===== src/rtl/dcache_line_mover.sv =====
// Moves one 8-word cache line between the data cache and the AXI bridge:
// a victim writeback burst, a refill read burst, or writeback followed by refill.
module dcache_line_mover #(
  parameter int AXI_WORDS = 8
) (
  input  logic         clk_i,
  input  logic         rst_ni,
  input  logic         fill_req_i,
  input  logic         evict_req_i,
  input  logic [31:0]  line_addr_i,
  input  logic [31:0]  evict_addr_i,
  input  logic [255:0] evict_data_i,
  output logic         req_accept_o,
  output logic         done_o,
  output logic         error_o,
  output logic [255:0] fill_data_o,
  output logic [3:0]   mem_wr_o,
  output logic         mem_rd_o,
  output logic [7:0]   mem_len_o,
  output logic [31:0]  mem_addr_o,
  output logic [31:0]  mem_write_data_o,
  input  logic         mem_accept_i,
  input  logic         mem_ack_i,
  input  logic         mem_error_i,
  input  logic [31:0]  mem_read_data_i
);

  localparam logic [2:0] LAST_BEAT = 3'(AXI_WORDS - 1);
  localparam logic [7:0] BURST_LEN = 8'(AXI_WORDS - 1);

  typedef enum logic [2:0] {
    IDLE,
    WB_BEAT,
    WB_RESP,
    RD_REQ,
    RD_DATA,
    DONE
  } state_e;

  state_e            state_q;
  logic [2:0]        beat_q;
  logic [2:0]        beat_d;
  logic [26:0]       evict_addr_q;
  logic [26:0]       line_addr_q;
  logic [7:0][31:0]  evict_data_q;
  logic [7:0][31:0]  fill_data_q;
  logic              fill_pend_q;
  logic              error_q;
  logic              done_q;
  logic [3:0]        mem_wr_q;
  logic              mem_rd_q;
  logic [7:0]        mem_len_q;
  logic [31:0]       mem_addr_q;
  logic [31:0]       mem_wdata_q;

  // Byte offset within the line is meaningless for whole-line transfers.
  logic unused_addr_bits;
  assign unused_addr_bits = ^{line_addr_i[4:0], evict_addr_i[4:0]};

  assign beat_d = beat_q + 3'd1;

  // Accept is gated by reset so a request held across reset is never reported taken.
  assign req_accept_o = rst_ni && (state_q == IDLE) && (fill_req_i || evict_req_i);

  always_ff @(posedge clk_i or negedge rst_ni) begin
    if (!rst_ni) begin
      state_q      <= IDLE;
      beat_q       <= '0;
      evict_addr_q <= '0;
      line_addr_q  <= '0;
      evict_data_q <= '0;
      fill_data_q  <= '0;
      fill_pend_q  <= 1'b0;
      error_q      <= 1'b0;
      done_q       <= 1'b0;
      mem_wr_q     <= '0;
      mem_rd_q     <= 1'b0;
      mem_len_q    <= '0;
      mem_addr_q   <= '0;
      mem_wdata_q  <= '0;
    end else begin
      case (state_q)
        IDLE: begin
          if (fill_req_i || evict_req_i) begin
            error_q      <= 1'b0;
            evict_addr_q <= evict_addr_i[31:5];
            line_addr_q  <= line_addr_i[31:5];
            evict_data_q <= evict_data_i;
            fill_pend_q  <= fill_req_i;
            beat_q       <= '0;
            mem_len_q    <= BURST_LEN;
            if (evict_req_i) begin
              state_q     <= WB_BEAT;
              mem_wr_q    <= 4'hF;
              mem_addr_q  <= {evict_addr_i[31:5], 5'b0};
              mem_wdata_q <= evict_data_i[31:0];
            end else begin
              state_q    <= RD_REQ;
              mem_rd_q   <= 1'b1;
              mem_addr_q <= {line_addr_i[31:5], 5'b0};
            end
          end
        end

        WB_BEAT: begin
          if (mem_accept_i) begin
            if (beat_q == LAST_BEAT) begin
              state_q     <= WB_RESP;
              beat_q      <= '0;
              mem_wr_q    <= '0;
              mem_len_q   <= '0;
              mem_addr_q  <= '0;
              mem_wdata_q <= '0;
            end else begin
              beat_q      <= beat_d;
              mem_addr_q  <= {evict_addr_q, beat_d, 2'b00};
              mem_wdata_q <= evict_data_q[beat_d];
            end
          end
        end

        WB_RESP: begin
          if (mem_ack_i) begin
            error_q <= error_q | mem_error_i;
            if (fill_pend_q) begin
              state_q    <= RD_REQ;
              mem_rd_q   <= 1'b1;
              mem_len_q  <= BURST_LEN;
              mem_addr_q <= {line_addr_q, 5'b0};
            end else begin
              state_q <= DONE;
              done_q  <= 1'b1;
            end
          end
        end

        RD_REQ: begin
          if (mem_accept_i) begin
            state_q    <= RD_DATA;
            beat_q     <= '0;
            mem_rd_q   <= 1'b0;
            mem_len_q  <= '0;
            mem_addr_q <= '0;
          end
        end

        RD_DATA: begin
          if (mem_ack_i) begin
            fill_data_q[beat_q] <= mem_read_data_i;
            error_q             <= error_q | mem_error_i;
            beat_q              <= beat_d;
            if (beat_q == LAST_BEAT) begin
              state_q <= DONE;
              done_q  <= 1'b1;
            end
          end
        end

        DONE: begin
          done_q  <= 1'b0;
          state_q <= IDLE;
        end

        default: state_q <= IDLE;
      endcase
    end
  end

  assign done_o           = done_q;
  assign error_o          = error_q;
  assign fill_data_o      = fill_data_q;
  assign mem_wr_o         = mem_wr_q;
  assign mem_rd_o         = mem_rd_q;
  assign mem_len_o        = mem_len_q;
  assign mem_addr_o       = mem_addr_q;
  assign mem_write_data_o = mem_wdata_q;

endmodule

===== config.mk =====
export PLATFORM = sky130hd
export DESIGN_NAME = dcache_line_mover
export DESIGN_NICKNAME = d
export VERILOG_FILES = /design/src/rtl/dcache_line_mover.sv
export SDC_FILE = /design/constraint.sdc
export NUM_CORES = 1
export LEC_CHECK = 0
export ABC_AREA = 0
export BUFFER_PORTS_ARGS = -buffer_cell sky130_fd_sc_hd__buf_2
export CAP_MARGIN = 10
export CORE_AREA = 2 2 267 269
export CTS_BUF_LIST = sky130_fd_sc_hd__clkbuf_4
export DETAILED_ROUTE_END_ITERATION = 12
export DIE_AREA = 0 0 269 271
export HOLD_SLACK_MARGIN = 0.1
export PLACE_DENSITY = 0.65
export SYNTH_ARGS = -nofsm -noshare
export SYNTH_HDL_FRONTEND = slang
export SYNTH_SLANG_ARGS = --single-unit

===== constraint.sdc =====
create_clock -name clk_i -period 2.8 [get_ports clk_i]
set_clock_uncertainty 0.05 [all_clocks]
set_input_delay 0.28 -clock clk_i [delete_from_list [all_inputs] [get_ports clk_i]]
set_output_delay 0.28 -clock clk_i [all_outputs]
set_load 0.02 [all_outputs]

# Word-level counts from Yosys, hierarchy flattened
# Cells that the tools add are included.
# word_totals
ff_bits	652
word_cells	134
output_inout_bits	336
# op_classes
n_eq_ne	18
reduce_logical	23
mux	60
magnitude_cmp	3
addsub	1
bitwise	1
# op_table
cell	count
2-to-1 mux 32 bit	13
bitwise mux 256 bit	1
one-hot mux 32 bit (4 select lines)	1
binary-select mux 32 bit (select 3 bit)	1
demux 32 bit (select 3 bit)	1
one-hot mux 32 bit (2 select lines)	1
2-to-1 mux 8 bit	6
2-to-1 mux 3 bit	13
one-hot mux 8 bit (4 select lines)	1
inequality test 2 bit, second input constant	10
2-to-1 mux 4 bit	4
one-hot mux 3 bit (5 select lines)	1
AND reduction 5 bit	3
AND reduction 7 bit	2
one-hot mux 3 bit (4 select lines)	1
AND reduction 6 bit	2
2-to-1 mux 1 bit	11
== test 3 bit, second input constant	3
less-than comparator 3 x 4 -> 1 bit, second input constant	2
one-hot mux 4 bit (2 select lines)	1
nonzero test 4 bit	2
== test 3 x 2 -> 1 bit, second input constant	2
one-hot mux 1 bit (3 select lines)	2
nonzero test 3 bit	2
other kinds (15)	20

# Logic depth before layout (Yosys ltp)
# depth
ltp_word	6
mapped_depth	9

# Worst setup path before layout
# OpenSTA, ideal clock, no wires.
# synth_timing
path_kind	register to register
from	register beat_q[0]
to	register mem_wdata_q[18], in the netlist mem_write_data_o[18]
arrival_ns	1.888
n_path_buf	2
setup_slack_ns	0.735
path_stages_with_launch	7
period_less_slack_ns	2.065
cell_sequence	dfrtp_1 ha_1 clkbuf_1 clkbuf_1 mux4_2 a222oi_1 nand2_1
# synth_via
elab_chain_cells	6
word_cells_on_any_way	7
classes_between	1 x add/sub; 1 x eq/ne; 5 x mux
# synth_rtl
item	line	source
from (decl)	41	logic [2:0] beat_q;
from (signal assigned)	115	beat_q <= beat_d;
from (signal assigned)	151	beat_q <= beat_d;
adder 3 x 1 -> 3 bit	60	assign beat_d = beat_q + 3'd1;
binary-select mux 32 bit (select 3 bit)	117	mem_wdata_q <= evict_data_q[beat_d];
2-to-1 mux 32 bit (implied by the code)	117	
2-to-1 mux 32 bit (*)	107	if (beat_q == LAST_BEAT) begin
2-to-1 mux 32 bit (*)	106	if (mem_accept_i) begin
one-hot mux 32 bit (2 select lines) (*)	82	case (state_q)
to (signal assigned)	96	mem_wdata_q <= evict_data_i[31:0];
to (signal assigned)	117	
to (decl)	54	logic [31:0] mem_wdata_q;
# Mark *: on every way between the ends. The rest lies on a longest branch, timed or not. The select of a mux whose other input is x is not followed.
# A chain may end at the register's enable or synchronous reset.

# Worst setup path after layout
# layout_timing
from	register state_q[0]
to	output req_accept_o
# layout_via
elab_chain_cells	3
# layout_rtl
item	line	source
from (decl)	40	state_e state_q;
from (signal assigned)	67	state_q <= IDLE;
from (signal assigned)	93	state_q <= WB_BEAT;
from (signal assigned)	98	state_q <= RD_REQ;
zero test 3 bit	63	assign req_accept_o = rst_ni && (state_q == IDLE) && (fill_req_i || evict_req_i);
logical AND 1 bit (2 in a row)	63	
to (decl)	13	output logic req_accept_o,
# Every way passes these cells.

==> flow_results.org <==
** Detailed routing
- Post-DR wirelength/cell :: 22.0 µm
- The detailed router placed between 20,000 and 25,000 vias in this run.
- After the first detailed-routing iteration, the DRC count stood at around 1,200.
- In this run the remaining antenna-violating nets after routing total 0.
- Summed over all layers, the routed wires come to 95,600 µm.
- The first detailed-routing pass ran for 5 iterations.
- In the routed layout, each cell is associated on average with a via count of about 5.
- For this run, design rule violations remaining after detail routing come to 0.

** Synthesis
- The cell area that synthesis handed to floorplanning was between 20,000 and 30,000 µm².
- For this run, asynchronously set or reset flops after synthesis account for 1.00.
- Sequential area share after synthesis :: 0.581
- Avg Inst Size Synth :: between 15 and 20 µm²
- The most used flip-flop cell after synthesis is sky130_fd_sc_hd__dfrtp_1.
- Synthesis produced a netlist whose cell count is roughly 1,800.
- Count of cell types in the netlist :: 52
- During synthesis, Yosys emitted a total of 0 warnings.
- Post-synth EDFFs :: 0
- The synthesized design contains 640 register bits.

** Power
- Internal :: approximately 25,000 µW
- Of the total power, the clock network draws 0.204.
- Final Total Pwr :: 38,900 µW
- Net switching component of the power :: between 10,000 and 15,000 µW
- Static Leakage :: ~0.020 µW
- Switching Share :: 0.369
- Combinational Power Share :: 0.413
- Max rail drop VDD :: between 0.7 and 0.8 mV
- Pwr dens :: roughly 950 nW/µm²
- Flop pwr share :: 0.383

** Clock network
- Cell chosen for the clock root :: sky130_fd_sc_hd__clkbuf_4
- CTS tree :: built
- Clock net sink count :: 640
- Clk Latency, worst-skew pair :: between 1 and 1.5 ns
- The clock tree synthesis step divided the H-tree into 4 levels.
- Number of buffers inserted during clock tree synthesis :: 170
- Clock transition at the register clock pins on the worst setup and hold paths after CTS :: approximately 0.07 ns
- In this run the deepest clock path goes through 3 buffers.

** Timing
- PnR worst setup slack :: 0.151 ns
- For the pin with the worst max-slew slack, the measured transition is around 0.89 ns.
- Headroom to the max-slew limit came out at 0.408.
- Final period utilization :: 0.946
- Hold Violations, Final :: 0
- For the final routed database, the setup TNS stands at 0 ns.
- Final min period :: 2.65 ns
- Number of slew-limit violations in the final report :: 0
- Highest clock frequency the design can meet :: between 300 and 400 MHz
- Setup violations remaining at the end of the flow were counted as 0.

** Worst setup path
- STA classifies the critical path endpoint as an output pin.
- In this run the critical register-to-register path is launched from state_q[0].
- For the worst setup path, the data required time is between 2 and 2.5 ns.
- Length in cells of the worst reg-to-reg path :: 7
- Kind of launch point of the worst setup path :: flip-flop
- Class of the most critical setup path :: flip-flop to output pin
- Data on the critical path arrives at its endpoint at 2.32 ns.
- The endpoint identified for the worst register-to-register timing path is error_o.
- For flop-to-flop paths, the worst setup slack is approximately 0.22 ns.
- Crit Path Max Fanout :: 2

** Layout
- Most frequent cells in the layout :: 700 x sky130_fd_sc_hd__dlygate4sd3_1, 676 x sky130_fd_sc_hd__buf_2, 636 x sky130_fd_sc_hd__dfrtp_1, 353 x sky130_fd_sc_hd__mux2_2, 244 x sky130_fd_sc_hd__mux2_1
- The library cell used most frequently in the layout, excluding fill and tap cells, is sky130_fd_sc_hd__dlygate4sd3_1.
- Share of cells above drive strength 1 :: 0.425
- Final Cell Area :: just over 40,000 µm²
- The final layout contains 3,641 nets.
- Relative to the synthesized area, the layout overhead comes to 49.1%.

** Placed design
- Weighted congestion at the end of routability-driven global placement :: about 0.84
- Before CTS, the worst setup slack after placement is 0.455 ns.
- The HPWL after detailed placement is approximately 55,000 µm.
- Count of input and output buffers :: about 680
- Cell Area, Placed :: 31,900 µm²

** Min path
- Startpoint of the tightest hold check path :: mem_read_data_i[31]
- The worst hold path terminates at fill_data_o[63].
- Worst hold path type :: input pin to flip-flop
- Counting instances, the worst hold path has a depth of 3.

** Floorplanning
- The die covers 72,900 µm².
- Measured along the x axis, the die boundary spans 269 µm.
- During I/O placement, the number of pins put on the boundary was 695.
- The initial utilization of the core area, before any placement, comes to 0.395.
- Area inside the core boundary :: 69,800 µm²
- Core Rows :: 97
- Die H :: around 270 µm

** Global routing
- After global routing the overflow that remains totals 0.
- Total GRT Usage :: 0.264
- The via count of the first global-routing pass is 25,600.
- Largest net degree at the start of global routing :: 150
- Number of antenna violations at the first check in global routing :: 20
- Global-route wire length before repair :: approximately 150,000 µm

** Flow run
- Max-cap violations in this run came to 0.

** Run status
- The run finished with clean final reports.
worst max path at each step:
stage / from / slack, ns / cells after the start / endpoint
2_1_floorplan: beat_q[0] / 0.73 / 6 / mem_write_data_o[18]
3_3_place_gp: beat_q[0] / 0.49 / 6 / mem_write_data_o[14]
3_5_place_dp: state_q[0] / 0.46 / 5 / evict_data_q[74]
4_1_cts: state_q[0] / 0.05 / 5 / req_accept_o
5_1_grt: state_q[0] / -0.02 / 5 / req_accept_o
6_report: state_q[0] / 0.15 / 5 / req_accept_o
cell usage after synthesis (2+ instances only):
cell	count	area [µm²]
sky130_fd_sc_hd__nor3b_4	2	37.5
sky130_fd_sc_hd__o21ai_0	6	30.0
sky130_fd_sc_hd__o22ai_1	29	181
sky130_fd_sc_hd__inv_1	31	116
sky130_fd_sc_hd__mux2_2	353	3980
sky130_fd_sc_hd__buf_4	30	225
sky130_fd_sc_hd__dfrtp_1	640	16000
sky130_fd_sc_hd__nor2b_1	4	25.0
sky130_fd_sc_hd__nor3b_1	2	15.0
sky130_fd_sc_hd__nand3b_4	2	40.0
sky130_fd_sc_hd__a222oi_1	25	250
sky130_fd_sc_hd__buf_8	10	150
sky130_fd_sc_hd__o2bb2ai_1	2	17.5
sky130_fd_sc_hd__nand2b_1	60	375
sky130_fd_sc_hd__and4_1	2	17.5
sky130_fd_sc_hd__mux2i_1	27	270
sky130_fd_sc_hd__nor3_4	3	48.8
sky130_fd_sc_hd__a22oi_1	34	255
sky130_fd_sc_hd__a21oi_1	7	35.0
sky130_fd_sc_hd__ha_1	2	25.0
sky130_fd_sc_hd__nand2_1	69	259
sky130_fd_sc_hd__clkbuf_1	25	93.8
sky130_fd_sc_hd__o21a_1	2	15.0
sky130_fd_sc_hd__mux2_1	244	2750
sky130_fd_sc_hd__buf_2	31	155
sky130_fd_sc_hd__nor2_1	6	22.5
sky130_fd_sc_hd__and2_1	2	12.5
sky130_fd_sc_hd__nand3b_1	2	15.0
sky130_fd_sc_hd__mux4_2	64	1440
sky130_fd_sc_hd__nand4_1	8	50.1
sky130_fd_sc_hd__buf_6	33	372
sky130_fd_sc_hd__a22o_1	2	17.5
sky130_fd_sc_hd__buf_1	4	15.0
sky130_fd_sc_hd__nand3_1	9	45.0
per-stage QoR:
stage / util / hold slack [ns] / instances
2_1_floorplan: - / -0.0656 / 1796
3_3_place_gp: 0.457 / 0.201 / 3339
3_5_place_dp: 0.457 / 0.207 / 3339
4_1_cts: 0.588 / 0.110 / 4326
5_1_grt: 0.589 / 0.158 / 4340
6_report: 0.589 / 0.230 / 4343
routing by layer:
| layer | vias up | track usage | wire length [µm] |
|---|---|---|---|
| met5 | - | 0 | 68 |
| met4 | 10 | 0.155 | 5000 |
| met2 | 1012 | 0.467 | 49300 |
| li1 | 9619 | - | - |
| met1 | 11200 | 0.276 | 33900 |
| met3 | 333 | 0.0765 | 7310 |
repair_timing:
action	4_1_cts	5_1_grt
hold buffers	701	0
hold endpoints to repair	1280	0
setup buffers	6	0
resized for setup	2	0
setup endpoints to repair	1	0
cell families (layout without fill, tap and decap cells):
kind of cell             after synthesis  count (layout)  synth area share
multiplexers                         688             688             0.306
flip-flops                           640             640             0.581
AND/OR/NAND/NOR                      180             180            0.0387
buffers and inverters                165            1755            0.0416
AO/OA/AOI/OAI                        114             114            0.0314
adder cells (fa/ha/maj)                2               2          0.000908
other                                  1              24          0.000136
critical path, cell delays in order, from the launching register on:
cell	delay [ns]
sky130_fd_sc_hd__dfrtp_4	0.50
sky130_fd_sc_hd__nor3_4	0.20
sky130_fd_sc_hd__nor2b_4	0.22
sky130_fd_sc_hd__buf_12	0.14
sky130_fd_sc_hd__and2_1	0.12
sky130_fd_sc_hd__buf_2	0.16
flip-flops by register name, indices dropped and copies added (netlist names):
| register | flops |
|---|---|
| fill_pend_q | 1 |
| mem_rd_o | 1 |
| line_addr_q | 27 |
| done_o | 1 |
| mem_wr_o | 1 |
| fill_data_o | 256 |
| error_o | 1 |
| state_q | 3 |
| mem_addr_o | 30 |
| evict_addr_q | 27 |
| beat_q | 3 |
| evict_data_q | 256 |
| mem_write_data_o | 32 |
| mem_len_o | 1 |
layout make-up:
| class | count | area (µm²) |
|---|---|---|
| Fill cell | 5251 | 28700 |
| Timing Repair Buffer | 1446 | 11300 |
| Tap cell | 940 | 1180 |
| Clock buffer | 237 | 1780 |
| Sequential cell | 640 | 16000 |
| Inverter | 31 | 116 |
| Multi-Input combinational cell | 991 | 10500 |
| Clock inverter | 41 | 206 |
| Antenna cell | 17 | 42.5 |
power groups by stage:
stage               sequential, µW  combinational, µW  clock [µW]
floorplan                    15600               9280           0
global placement             14600              14100           0
detailed placement           14900              14500           0
CTS                          14700              15700        7990
global route                 15300              17100        8680
finish                       14900              16000        7940
Note: power is estimated with default switching activity, not from simulation.
